**src/rtl/itcm_uart_loader.sv**
```systemverilog
// UART boot loader: receives a length-prefixed image (8N1, LSB first) and writes it into ITCM
// as little-endian words, then raises cpu_en. ITCM_LOADER_CHECKSUM_EN adds a trailing sum byte.
module itcm_uart_loader #(
    parameter int CLK_FREQ   = 50000000,
    parameter int BAUD       = 115200,
    parameter int ADDR_WIDTH = 13
) (
    input  logic                  CLK_IN,
    input  logic                  RST_N,
    input  logic                  RX,
    output logic                  itcm_we,
    output logic [ADDR_WIDTH-1:0] itcm_waddr,
    output logic [31:0]           itcm_wdata,
    output logic                  cpu_en,
    output logic                  load_busy,
    output logic                  load_err
);
    localparam int CLKS_PER_BIT = CLK_FREQ / BAUD;
    localparam int CNT_W        = $clog2(CLKS_PER_BIT);

    localparam logic [CNT_W-1:0] BIT_LAST  = CNT_W'(CLKS_PER_BIT - 1);
    localparam logic [CNT_W-1:0] HALF_LAST = CNT_W'(CLKS_PER_BIT / 2 - 1);
    localparam logic [16:0]      MAX_WORDS = 17'(2 ** ADDR_WIDTH);

    typedef enum logic [1:0] {IDLE, START, DATA, STOP} rx_state_t;

    typedef enum logic [2:0] {
        L_LEN0,
        L_LEN1,
        L_DATA,
`ifdef ITCM_LOADER_CHECKSUM_EN
        L_CSUM,
`endif
        L_DONE,
        L_ERR
    } ld_state_t;

    // ------------------------------------------------------------------ receiver
    logic             rx_meta, rx_sync;
    rx_state_t        rx_state, rx_state_nxt;
    logic [CNT_W-1:0] baud_cnt, baud_cnt_nxt;
    logic [2:0]       bit_idx, bit_idx_nxt;
    logic [7:0]       rx_byte, rx_byte_nxt;
    logic             byte_valid, byte_valid_nxt;
    logic             frame_err, frame_err_nxt;

    // NOTE: reset is synchronous; RST_N is only looked at on the clock edge, so it
    // must be held low across at least one rising edge of CLK_IN.
    always_ff @(posedge CLK_IN) begin
        if (!RST_N) begin
            rx_meta    <= 1'b1;
            rx_sync    <= 1'b1;
            rx_state   <= IDLE;
            baud_cnt   <= '0;
            bit_idx    <= '0;
            rx_byte    <= '0;
            byte_valid <= 1'b0;
            frame_err  <= 1'b0;
        end else begin
            // NOTE: non-blocking assignments so every register samples pre-edge values.
            rx_meta    <= RX;
            rx_sync    <= rx_meta;
            rx_state   <= rx_state_nxt;
            baud_cnt   <= baud_cnt_nxt;
            bit_idx    <= bit_idx_nxt;
            rx_byte    <= rx_byte_nxt;
            byte_valid <= byte_valid_nxt;
            frame_err  <= frame_err_nxt;
        end
    end

    always_comb begin
        // NOTE: every signal gets a default before the case so no path infers a latch.
        rx_state_nxt   = rx_state;
        baud_cnt_nxt   = baud_cnt;
        bit_idx_nxt    = bit_idx;
        rx_byte_nxt    = rx_byte;
        byte_valid_nxt = 1'b0;
        frame_err_nxt  = 1'b0;

        unique case (rx_state)
            IDLE: begin
                if (!rx_sync) begin
                    rx_state_nxt = START;
                    baud_cnt_nxt = '0;
                    bit_idx_nxt  = '0;
                end
            end
            START: begin
                if (baud_cnt == HALF_LAST) begin
                    baud_cnt_nxt = '0;
                    rx_state_nxt = rx_sync ? IDLE : DATA;
                end else begin
                    baud_cnt_nxt = baud_cnt + 1'b1;
                end
            end
            DATA: begin
                if (baud_cnt == BIT_LAST) begin
                    baud_cnt_nxt = '0;
                    rx_byte_nxt  = {rx_sync, rx_byte[7:1]};
                    if (bit_idx == 3'd7) rx_state_nxt = STOP;
                    else                 bit_idx_nxt  = bit_idx + 1'b1;
                end else begin
                    baud_cnt_nxt = baud_cnt + 1'b1;
                end
            end
            STOP: begin
                if (baud_cnt == BIT_LAST) begin
                    baud_cnt_nxt   = '0;
                    rx_state_nxt   = IDLE;
                    byte_valid_nxt = rx_sync;
                    frame_err_nxt  = !rx_sync;
                end else begin
                    baud_cnt_nxt = baud_cnt + 1'b1;
                end
            end
            default: rx_state_nxt = IDLE;
        endcase
    end

    // ------------------------------------------------------------------ loader
    ld_state_t             ld_state, ld_state_nxt;
    logic [15:0]           len_cnt, len_cnt_nxt, len_full;
    logic [ADDR_WIDTH-1:0] word_idx, word_idx_nxt;
    logic [1:0]            lane, lane_nxt;
    logic [31:0]           word_buf, word_buf_nxt;
    logic                  we_nxt, cpu_en_nxt, busy_nxt, err_nxt;
    logic [ADDR_WIDTH-1:0] waddr_nxt;
    logic [31:0]           wdata_nxt;
`ifdef ITCM_LOADER_CHECKSUM_EN
    logic [7:0]            csum, csum_nxt;
`endif

    always_ff @(posedge CLK_IN) begin
        if (!RST_N) begin
            ld_state   <= L_LEN0;
            len_cnt    <= '0;
            word_idx   <= '0;
            lane       <= '0;
            word_buf   <= '0;
            itcm_we    <= 1'b0;
            itcm_waddr <= '0;
            itcm_wdata <= '0;
            cpu_en     <= 1'b0;
            load_busy  <= 1'b0;
            load_err   <= 1'b0;
`ifdef ITCM_LOADER_CHECKSUM_EN
            csum       <= '0;
`endif
        end else begin
            ld_state   <= ld_state_nxt;
            len_cnt    <= len_cnt_nxt;
            word_idx   <= word_idx_nxt;
            lane       <= lane_nxt;
            word_buf   <= word_buf_nxt;
            itcm_we    <= we_nxt;
            itcm_waddr <= waddr_nxt;
            itcm_wdata <= wdata_nxt;
            cpu_en     <= cpu_en_nxt;
            load_busy  <= busy_nxt;
            load_err   <= err_nxt;
`ifdef ITCM_LOADER_CHECKSUM_EN
            csum       <= csum_nxt;
`endif
        end
    end

    always_comb begin
        ld_state_nxt = ld_state;
        len_cnt_nxt  = len_cnt;
        len_full     = {rx_byte, len_cnt[7:0]};
        word_idx_nxt = word_idx;
        lane_nxt     = lane;
        word_buf_nxt = word_buf;
        we_nxt       = 1'b0;
        waddr_nxt    = itcm_waddr;
        wdata_nxt    = itcm_wdata;
        busy_nxt     = load_busy;
`ifdef ITCM_LOADER_CHECKSUM_EN
        csum_nxt     = csum;
`endif

        unique case (ld_state)
            L_LEN0: begin
                if (byte_valid) begin
                    len_cnt_nxt[7:0] = rx_byte;
                    busy_nxt         = 1'b1;
                    ld_state_nxt     = L_LEN1;
                end
            end
            L_LEN1: begin
                if (byte_valid) begin
                    len_cnt_nxt[15:8] = rx_byte;
                    word_idx_nxt      = '0;
                    lane_nxt          = '0;
                    if (len_full == 16'd0)                  ld_state_nxt = L_DONE;
                    else if ({1'b0, len_full} > MAX_WORDS) ld_state_nxt = L_ERR;
                    else                                    ld_state_nxt = L_DATA;
                end
            end
            L_DATA: begin
                if (byte_valid) begin
                    word_buf_nxt[{lane, 3'b000} +: 8] = rx_byte;
`ifdef ITCM_LOADER_CHECKSUM_EN
                    csum_nxt = csum + rx_byte;
`endif
                    if (lane == 2'd3) begin
                        we_nxt       = 1'b1;
                        waddr_nxt    = word_idx;
                        wdata_nxt    = word_buf_nxt;
                        lane_nxt     = '0;
                        word_idx_nxt = word_idx + 1'b1;
                        if (17'(word_idx) + 17'd1 == {1'b0, len_cnt}) begin
`ifdef ITCM_LOADER_CHECKSUM_EN
                            ld_state_nxt = L_CSUM;
`else
                            ld_state_nxt = L_DONE;
`endif
                        end
                    end else begin
                        lane_nxt = lane + 1'b1;
                    end
                end
            end
`ifdef ITCM_LOADER_CHECKSUM_EN
            L_CSUM: begin
                if (byte_valid) ld_state_nxt = (rx_byte == csum) ? L_DONE : L_ERR;
            end
`endif
            L_DONE, L_ERR: ;
            default: ld_state_nxt = L_ERR;
        endcase

        // A framing error aborts any load still in progress; finished states are absorbing.
        if (frame_err && ld_state != L_DONE && ld_state != L_ERR) ld_state_nxt = L_ERR;

        if (ld_state == L_DONE || ld_state == L_ERR) busy_nxt = 1'b0;
        cpu_en_nxt = cpu_en | (ld_state == L_DONE);
        err_nxt    = load_err | (ld_state == L_ERR);
    end

endmodule

```
**config.mk**
```make
export PLATFORM = sky130hd
export DESIGN_NAME = itcm_uart_loader
export DESIGN_NICKNAME = d
export VERILOG_FILES = /design/src/rtl/itcm_uart_loader.sv
export SDC_FILE = /design/constraint.sdc
export NUM_CORES = 1
export LEC_CHECK = 0
export ABC_AREA = 1
export CAP_MARGIN = 20
export CORE_UTILIZATION = 59
export CTS_CLUSTER_SIZE = 24
export DETAILED_ROUTE_END_ITERATION = 7
export HOLD_SLACK_MARGIN = 0.15
export PLACE_DENSITY = 0.81
export SETUP_SLACK_MARGIN = 0.5
export SLEW_MARGIN = 20
export SYNTH_ARGS = -nofsm -noshare
export SYNTH_HDL_FRONTEND = slang
export SYNTH_SLANG_ARGS = --single-unit
```
**constraint.sdc**
```tcl
create_clock -name CLK_IN -period 4 [get_ports CLK_IN]
set_input_delay 0.6 -clock CLK_IN [delete_from_list [all_inputs] [get_ports CLK_IN]]
set_output_delay 0.6 -clock CLK_IN [all_outputs]
set_load 0.1 [all_outputs]
```
### Word-level counts from Yosys, hierarchy flattened

Index checks and enable logic that the tools add are counted.

| storage, ports and cells | value |
|---|---|
| register bits | 141 |
| word-level logic and storage cells | 125 |

| cells by class | value |
|---|---|
| add/sub/neg operators | 6 |
| shift operators | 2 |
| multiplexer cells | 34 |
| $lt $le $gt $ge | 1 |
| equal/unequal tests | 31 |
| reductions and logical operators | 26 |
| bitwise operators | 4 |

Operator list:

| operator | number |
|---|---|
| 13-bit 2-to-1 mux | 3 |
| 3-bit 2-to-1 mux | 11 |
| 32-bit bitwise mux | 1 |
| 8-bit by 7-bit variable shift with 32-bit output (first input constant) | 1 |
| 8-bit by 7-bit variable part select with 32-bit output | 1 |
| 9-bit 2-to-1 mux | 3 |
| 9-bit one-hot mux with 3 select lines | 1 |
| 13-bit one-hot mux with 2 select lines | 1 |
| 2-bit != test (second input constant) | 12 |
| 2-bit 2-to-1 mux | 9 |
| 3-bit != test (second input constant) | 6 |
| 14-bit by 16-bit equality test with 1-bit output | 1 |
| 16-bit by 14-bit > comparator with 1-bit output (second input constant) | 1 |
| 16-bit zero test | 1 |
| 13-bit by 1-bit adder with 14-bit output (second input constant) | 1 |
| 13-bit by 1-bit adder with 13-bit output (second input constant) | 1 |
| 3-bit one-hot mux with 4 select lines | 1 |
| 3-bit AND reduction | 4 |
| 6-bit AND reduction | 2 |
| 9-bit by 1-bit adder with 9-bit output (second input constant) | 1 |
| 9-bit by 8-bit equality test with 1-bit output (second input constant) | 1 |
| 9-bit equality test (second input constant) | 1 |
| 2-bit one-hot mux with 4 select lines | 1 |
| 2-bit AND reduction | 4 |
| other kinds (23) | 35 |

### Logic depth before layout (Yosys ltp)

Gate-level depths: netlist (run 1).

| depth | value |
|---|---|
| depth after elaboration | 7 |
| depth in mapped cells | 15 |

### Least setup slack after synthesis (run 1)

OpenSTA, ideal clock, no wires.

| path | value |
|---|---|
| path type | register to register |
| start | reg lane[0] |
| end | reg itcm_wdata[6] |
| arrival time | 1678 ps |
| period minus slack after synthesis | 1811 ps |
| slack | 2189 ps |
| data required time | 3867 ps |
| cell stages (with the launch flop) | 9 |
| path buffers | 2 |
| path through | dfxtp_1 -> clkbuf_1 -> inv_1 -> ha_1 -> inv_1 -> clkbuf_1 -> nor3_1 -> a22oi_1 -> a21oi_1 |

| between the ends | value |
|---|---|
| longest elaborated chain between the ends | 3 |

Ends and longest elaborated chain:

| what | line | text |
|---|---|---|
| start: declaration | 125 | `logic [1:0] lane, lane_nxt;` |
| start signal: assignment | 154 | `lane <= lane_nxt;` |
| 5-bit negator with 7-bit output | 203 | `word_buf_nxt[{lane, 3'b000} +: 8] = rx_byte;` |
| 8-bit by 7-bit variable part select with 32-bit output / 8-bit by 7-bit variable shift with 32-bit output (equally long branches) | 203 |  |
| 32-bit bitwise mux | 203 |  |
| end signal: assignment | 158 | `itcm_wdata <= wdata_nxt;` |
| end: declaration | 13 | `output logic [31:0] itcm_wdata,` |

Several ways; a longest one is shown, not always the timed one.
A chain may end at the register's enable or synchronous reset.

### Worst setup path after layout (run 1)

| path | value |
|---|---|
| start | reg itcm_wdata[25] |
| end | out itcm_wdata[25] |

No word-level cell between the ends.

==> impl_metrics.json, run 1 <==
{
  "ios": 52,
  "hold_violations": 0,
  "grtUsageMet3_pct": 4.80,
  "r2r_slack_ns": 1.51,
  "period_minus_slack_ns": 2.68,
  "clk_pin_slew_worst_paths_ns": 0.06,
  "n_antenna_cell": 0,
  "fin_crit_sh_pct": 67.1,
  "outcome": "complete, no violations",
  "die_w_um": 105,
  "synth.yosys.seq_area_share_pct": 45.4,
  "cp-end-kind": "output pin",
  "synthToLayoutAreaGrowth_pct": 18.5,
  "fmax_ghz": 0.373,
  "hpwl_um": 9700,
  "hold_path_class": "reg2reg",
  "startpoint_type": "flip-flop",
  "yosys_warnings": 0,
  "cts_setup_buffers": 0,
  "skew_ns": 0.00596,
  "finalNonFillerCells": 1007,
  "cp-startpoint": "itcm_wdata[25]$_SDFFE_PN0P_",
  "grt_pass1_wl_um": 25200,
  "vdd_drop_max_mv": 0.287,
  "cp_top_family": "buffers and inverters",
  "setup_viol": 0,
  "cts_root_buffer": "clkbuf_8",
  "initial_core_util_pct": 60.4,
  "layout_setup_ws_ns": 1.32,
  "syn_nets": 838,
  "final-max-slew-violation-count": 0,
  "cp_slowest_cell": "clkdlybuf4s50_1",
  "cts.htree.levels": 4,
  "cp.depth": 1,
  "portBuffers": 51,
  "first_pass_iters": 5,
  "drt-initial-drc-count": 309,
  "cts_tree": "yes",
  "dieArea_um2": 10900,
  "rsz0062_at_grt": "false",
  "crit_arrival_ns": 2.08,
  "cp_cell_sequence": "clkdlybuf4s50_1",
  "remaining_drc_errors": 0,
  "maxCapViolCount": 0,
  "drive_above_1_share_pct": 6.31,
  "synth.avg_cell_area_um2": 7.55,
  "worst-path-buf-inv": 1,
  "fp-row-count": 37,
  "tightest_slew_ns": 1.00,
  "criticalPathCategory": "reg2out",
  "reg2regPathDepth": 5,
  "synth_cells": 823,
  "finalNetCount": 873,
  "busiest_layer": "met2",
  "grtUsageMet1_pct": 36.4,
  "fillers": 784,
  "holdWs_ns": 0.419,
  "wire_per_inst_um": 15.1,
  "place.gp.congestion": 0.862,
  "slowest_delay_ns": 1.16,
  "numCtsBuffers": 17,
  "dieHeight_um": 105,
  "yosys_register_bits": 141,
  "relSlewSlack_pct": 32.8,
  "cts_buffer_depth": 2,
  "p_leak_nw": 2.79,
  "grt_pass1_vias": 5409,
  "insertion_delay_ns": 0.53,
  "cts.repair.resized": 0,
  "met2_usage_pct": 46.4,
  "synth_area_um2": 6210,
  "cp_max_fo": 2,
  "cts_sinks": 141,
  "totalWireLength_um": 15200,
  "dp_cells": 975,
  "dr_total_vias": 5901,
  "dp_slack_ns": 1.63,
  "antenna_found_initial": 0,
  "crit_end": "itcm_wdata[25]",
  "track_usage_pct": 28.3,
  "overflow": 0,
  "setup_tns_ns": 0,
  "core_um2": 10300,
  "vias_per_cell": 5.86,
  "synth_cell_type_count": 31,
  "r2r-start": "lane[0]$_SDFFE_PN0P_",
  "ant_nets": 0,
  "grt_max_degree": 114,
  "cts_hold_buffers": 0,
  "powerDensity_nw_per_um2": 419,
  "rr_endpoint": "itcm_wdata[30]$_SDFFE_PN0P_",
  "required_ns": 3.40
}
[metal layers]
| layer | wire (um) | vias up |
|---|---|---|
| li1 | - | 2890 |
| met1 | 6580 | 2746 |
| met2 | 7350 | 221 |
| met3 | 803 | 44 |
| met4 | 425 | 0 |
| met5 | 0 | - |
[cell usage in the layout, fill, tap and decap left out, types with 3 or more instances in the layout]
cell and instances:
a211oi_1 3, a21oi_1 118, a21oi_2 3, a22oi_1 18
a32oi_1 15, buf_4 5, bufinv_16 4, clkbuf_16 16
clkdlybuf4s50_1 50, clkinv_4 4, clkinvlp_4 4, dfxtp_1 141
ha_1 12, inv_1 85, nand2_1 117, nand2_2 4
nand3_1 61, nand4_1 12, nor2_1 46, nor2_4 4
nor3_1 14, nor4_1 3, o21ai_0 105, o21ai_1 8
[area by class of cell]
cell class / count / area [um2] / area share (%)
multi-input cells: 553 / 2880 / 39.1
well taps: 136 / 170 / 2.31
clock buffers: 18 / 418 / 5.68
repair buffers: 56 / 543 / 7.37
flip-flops and latches: 141 / 2820 / 38.3
inverters: 89 / 334 / 4.54
clock inverters: 14 / 195 / 2.65
[registers in the layout, indices dropped and copies added (netlist names), 2 cells and up, named ones only]
signal      count
itcm_wdata     32
word_buf       32
len_cnt        16
itcm_waddr     13
word_idx       13
baud_cnt        9
rx_byte         8
bit_idx         3
ld_state        3
lane            2
[where the power goes]
group | internal (mW) | total [mW] | switching [mW]
Clock | 1.01 | 1.62 | 0.610
Sequential | 1.41 | 1.41 | 0.00247
Combinational | 0.0139 | 0.0524 | 0.0385
[worst min path at each step]
stage	end	start	depth (start not counted)
detailed placement	rx_sync$_SDFF_PN1_	rx_meta$_SDFF_PN1_	1
finish	rx_sync$_SDFF_PN1_	rx_meta$_SDFF_PN1_	1
global placement	rx_sync$_SDFF_PN1_	rx_meta$_SDFF_PN1_	1
global route	rx_sync$_SDFF_PN1_	rx_meta$_SDFF_PN1_	1
floorplan	rx_sync$_SDFF_PN1_	rx_meta$_SDFF_PN1_	1
CTS	rx_sync$_SDFF_PN1_	rx_meta$_SDFF_PN1_	1
[kinds of logic after synthesis]
family,synth area share (%)
flops,45.4
simple gates,19.8
compound gates,24.2
fa+ha+maj,2.42
buf+inv,8.20
[Yosys cell counts]
cell	count	share of area, %
inv_1	85	5.1
inv_2	2	0.12
nand2_2	4	0.40
o21bai_1	1	0.12
nor3_4	1	0.26
o21ai_1	8	0.64
dfxtp_1	141	45
nand2_1	117	7.1
o2111ai_1	1	0.14
clkbuf_1	27	1.6
clkinv_1	2	0.12
nor4_1	3	0.30
nor2_4	4	0.73
o211ai_1	2	0.24
buf_6	2	0.36
buf_1	3	0.18
nand4_1	12	1.2
nor2_1	46	2.8
a21oi_1	118	9.5
nor2_8	2	0.64
nand3_1	61	4.9
nor3_1	14	1.1
a32oi_1	15	2.1
or2_2	2	0.20
a211oi_1	3	0.36
nand3b_1	1	0.12
a21oi_2	3	0.42
a22oi_1	18	2.2
buf_2	8	0.64
ha_1	12	2.4
o21ai_0	105	8.5
[metrics by stage]
step | util [%] | area (um2) | power, mW
2_1_floorplan | - | 6210 | 1.48
3_3_place_gp | 65.7 | 6750 | 1.49
3_5_place_dp | 65.7 | 6750 | 1.49
4_1_cts | 71.6 | 7360 | 3.09
5_1_grt | 71.6 | 7360 | 3.16
6_report | 71.6 | 7360 | 3.09
(Power assumes the default switching activity.)
==> run 2, diff against run 1 <==
CORE_UTILIZATION = 52   (was 59)
PLACE_DENSITY = 0.76   (was 0.81)
clock period = 2.25 ns   (was 4 ns; I/O delays follow)
==> run 2 against run 1 <==
  * The run now ends with DRC left
  * Die area up 13%
  * Critical path depth increased by 12
  * Sequential power up 77%
  * Routed wire length up 3.5%
  * Sequential share of layout area down 1.2 points
  * Largest power group unchanged
  * Non-clock buffer count rose by 20
  * Highest routed layer unchanged
  * Clock-buffer cell count is 3 higher
  * Sequential cell count unchanged
==> impl_metrics.json, run 2 (synthesis gave the netlist of run 1 again) <==
{
  "internal_power_mw": 4.58,
  "drt-initial-drc-count": 449,
  "powerDensity_nw_per_um2": 742,
  "skew_ns": 0.00484,
  "hpwl_um": 9780,
  "n_antenna_cell": 0,
  "clkPwrFrac_pct": 54.2,
  "startpoint_type": "flip-flop",
  "grt_pass1_vias": 5527,
  "period_minus_slack_ns": 1.89,
  "switchingPower_mw": 1.12,
  "dieArea_um2": 12400,
  "cts.htree.levels": 4,
  "fp-row-count": 39,
  "crit_arrival_ns": 2.25,
  "outcome": "complete, but fails checks",
  "place.gp.congestion": 0.890,
  "maxCapViolCount": 0,
  "worst-path-buf-inv": 0,
  "overflow": 0,
  "power_frac_comb_pct": 1.9,
  "finalNonFillerCells": 1035,
  "cp_slowest_cell": "dfxtp_4",
  "p_leak_nw": 3.04,
  "synthToLayoutAreaGrowth_pct": 23.5,
  "drive_above_1_share_pct": 18.6,
  "largestRegisters": "itcm_wdata: 32 flops, word_buf: 32 flops, len_cnt: 16 flops",
  "cts_buffer_depth": 2,
  "cp_max_fo": 4,
  "fmax_ghz": 0.529,
  "p_sw_share_pct": 19.6,
  "cp_cell_sequence": "ha_4 > nand3_2 > o21bai_2 > nand2_1 > nand2_1 > nand2_1 > nor2_1 > nand2_1 > nor2_1 > nand2_1 > nand2_2 > nand3_1 > a21oi_2",
  "power_mw": 5.69,
  "ios": 52,
  "cts_tree": "yes",
  "core_um2": 11500,
  "crit_top_cell": "nand2_1",
  "portBuffers": 51,
  "relSlewSlack_pct": 59.5,
  "insertion_delay_ns": 0.42,
  "tightest_slew_ns": 0.608,
  "grt_max_degree": 75,
  "totalWireLength_um": 15700,
  "grt_pass1_wl_um": 25900,
  "cts_root_buffer": "clkbuf_16",
  "first_pass_iters": 8,
  "setup_viol": 0,
  "die_w_um": 111,
  "remaining_drc_errors": 7,
  "dieHeight_um": 111,
  "hold_path_class": "in2reg",
  "final_common_cell": "dfxtp_1",
  "rsz0062_at_grt": "true",
  "setup_tns_ns": 0,
  "dr_total_vias": 5923,
  "hold_violations": 0,
  "track_usage_pct": 25.7,
  "finalNetCount": 895,
  "required_ns": 2.61,
  "violations": "DRC",
  "numCtsBuffers": 17,
  "cts_sinks": 141,
  "cp_top_family": "simple AND/OR/NAND/NOR gates",
  "cp-end-kind": "flip-flop",
  "ant_nets": 0,
  "final-max-slew-violation-count": 0,
  "wire_per_inst_um": 15.2,
  "clk_pin_slew_worst_paths_ns": 0.06,
  "vias_per_cell": 5.72,
  "antenna_found_initial": 0,
  "dp_cells": 986,
  "initial_core_util_pct": 53.9,
  "fin_crit_sh_pct": 84.1,
  "criticalPathCategory": "reg2reg",
  "final_cell_mix": "dfxtp_1 (132), a21oi_1 (117), nand2_1 (112), o21ai_0 (96), inv_1 (79)",
  "cts_hold_buffers": 0,
  "vdd_drop_max_mv": 0.539,
  "slowest_delay_ns": 0.38,
  "p_seq_share_pct": 43.9
}
run 2: cell types whose count changed in the layout (fill, tap and decap cells not counted), moves of 4 or more:
cell and change:
clkdlybuf4s50_1 -49, buf_4 +65, nand2_1 -5, o21ai_1 +6, o21ai_0 -9, nand3_2 +7, dfxtp_1 -9, nand3_1 -7
clkinvlp_4 +4, inv_1 -6, dfxtp_4 +6
run 2: stage by stage:
stage	instance area (um2)	utilization, %	setup slack [ns]	hold WS [ns]
finish	7670	66.6	0.359	0.412
global placement	6690	58.1	0.412	0.410
detailed placement	6690	58.1	0.299	0.409
floorplan	6220	-	0.496	0.393
global route	7670	66.6	0.264	0.418
CTS	7550	65.6	0.456	0.384
run 2: area by class of cell:
| type | instances | area (um2) |
|---|---|---|
| Sequential cell | 141 | 2850 |
| Fill cell | 901 | 3840 |
| Tap cell | 143 | 179 |
| Timing Repair inverter | 1 | 7.51 |
| Multi-Input combinational cell | 554 | 3020 |
| Clock inverter | 10 | 186 |
| Clock buffer | 21 | 470 |
| Inverter | 89 | 354 |
| Timing Repair Buffer | 76 | 612 |
run 2: per-layer routing:
layer | part of all wire [%] | wire [um] | global-route usage, % | up-vias
li1 | - | - | - | 2948
met1 | 44 | 6980 | 32.2 | 2732
met2 | 48 | 7600 | 42.8 | 212
met3 | 4.9 | 765 | 4.32 | 31
met4 | 2.2 | 341 | 12.5 | 0
met5 | 0 | 0 | 0 | -
run 2: final timing paths:
path	from	to	slack [ns]	depth (start not counted)
setup / recovery	word_idx[0]$_SDFFE_PN0P_	ld_state[0]$_SDFFE_PP0P_	0.36	13
hold / removal	RST_N	ld_state[2]$_SDFFE_PN0P_	0.41	4
setup reg to reg	word_idx[0]$_SDFFE_PN0P_	ld_state[0]$_SDFFE_PP0P_	0.36	13
hold reg to reg	rx_meta$_SDFF_PN1_	rx_sync$_SDFF_PN1_	0.42	1
run 2: tightest hold or removal path, delay by kind of cell:
family,cells,cell delay [ns]
AOI/OAI and AO/OA,1,0.04
buffers and inverters,3,0.41
run 2: power groups by stage:
stage	logic [mW]	clock network [mW]	registers, mW
global route	0.117	3.22	2.50
detailed placement	0.0934	0	2.56
CTS	0.0956	3.13	2.50
global placement	0.0903	0	2.56
finish	0.106	3.09	2.50
floorplan	0.0672	0	2.56
run 2: what timing repair did:
action | 4_1_cts | 5_1_grt
gates resized for setup | 31 | 33
cloned | 2 | 0
endpoints found under the hold margin | 0 | 0
pin swaps | 13 | 12
buffers inserted | 10 | 6
setup endpoints to repair | 41 | 76
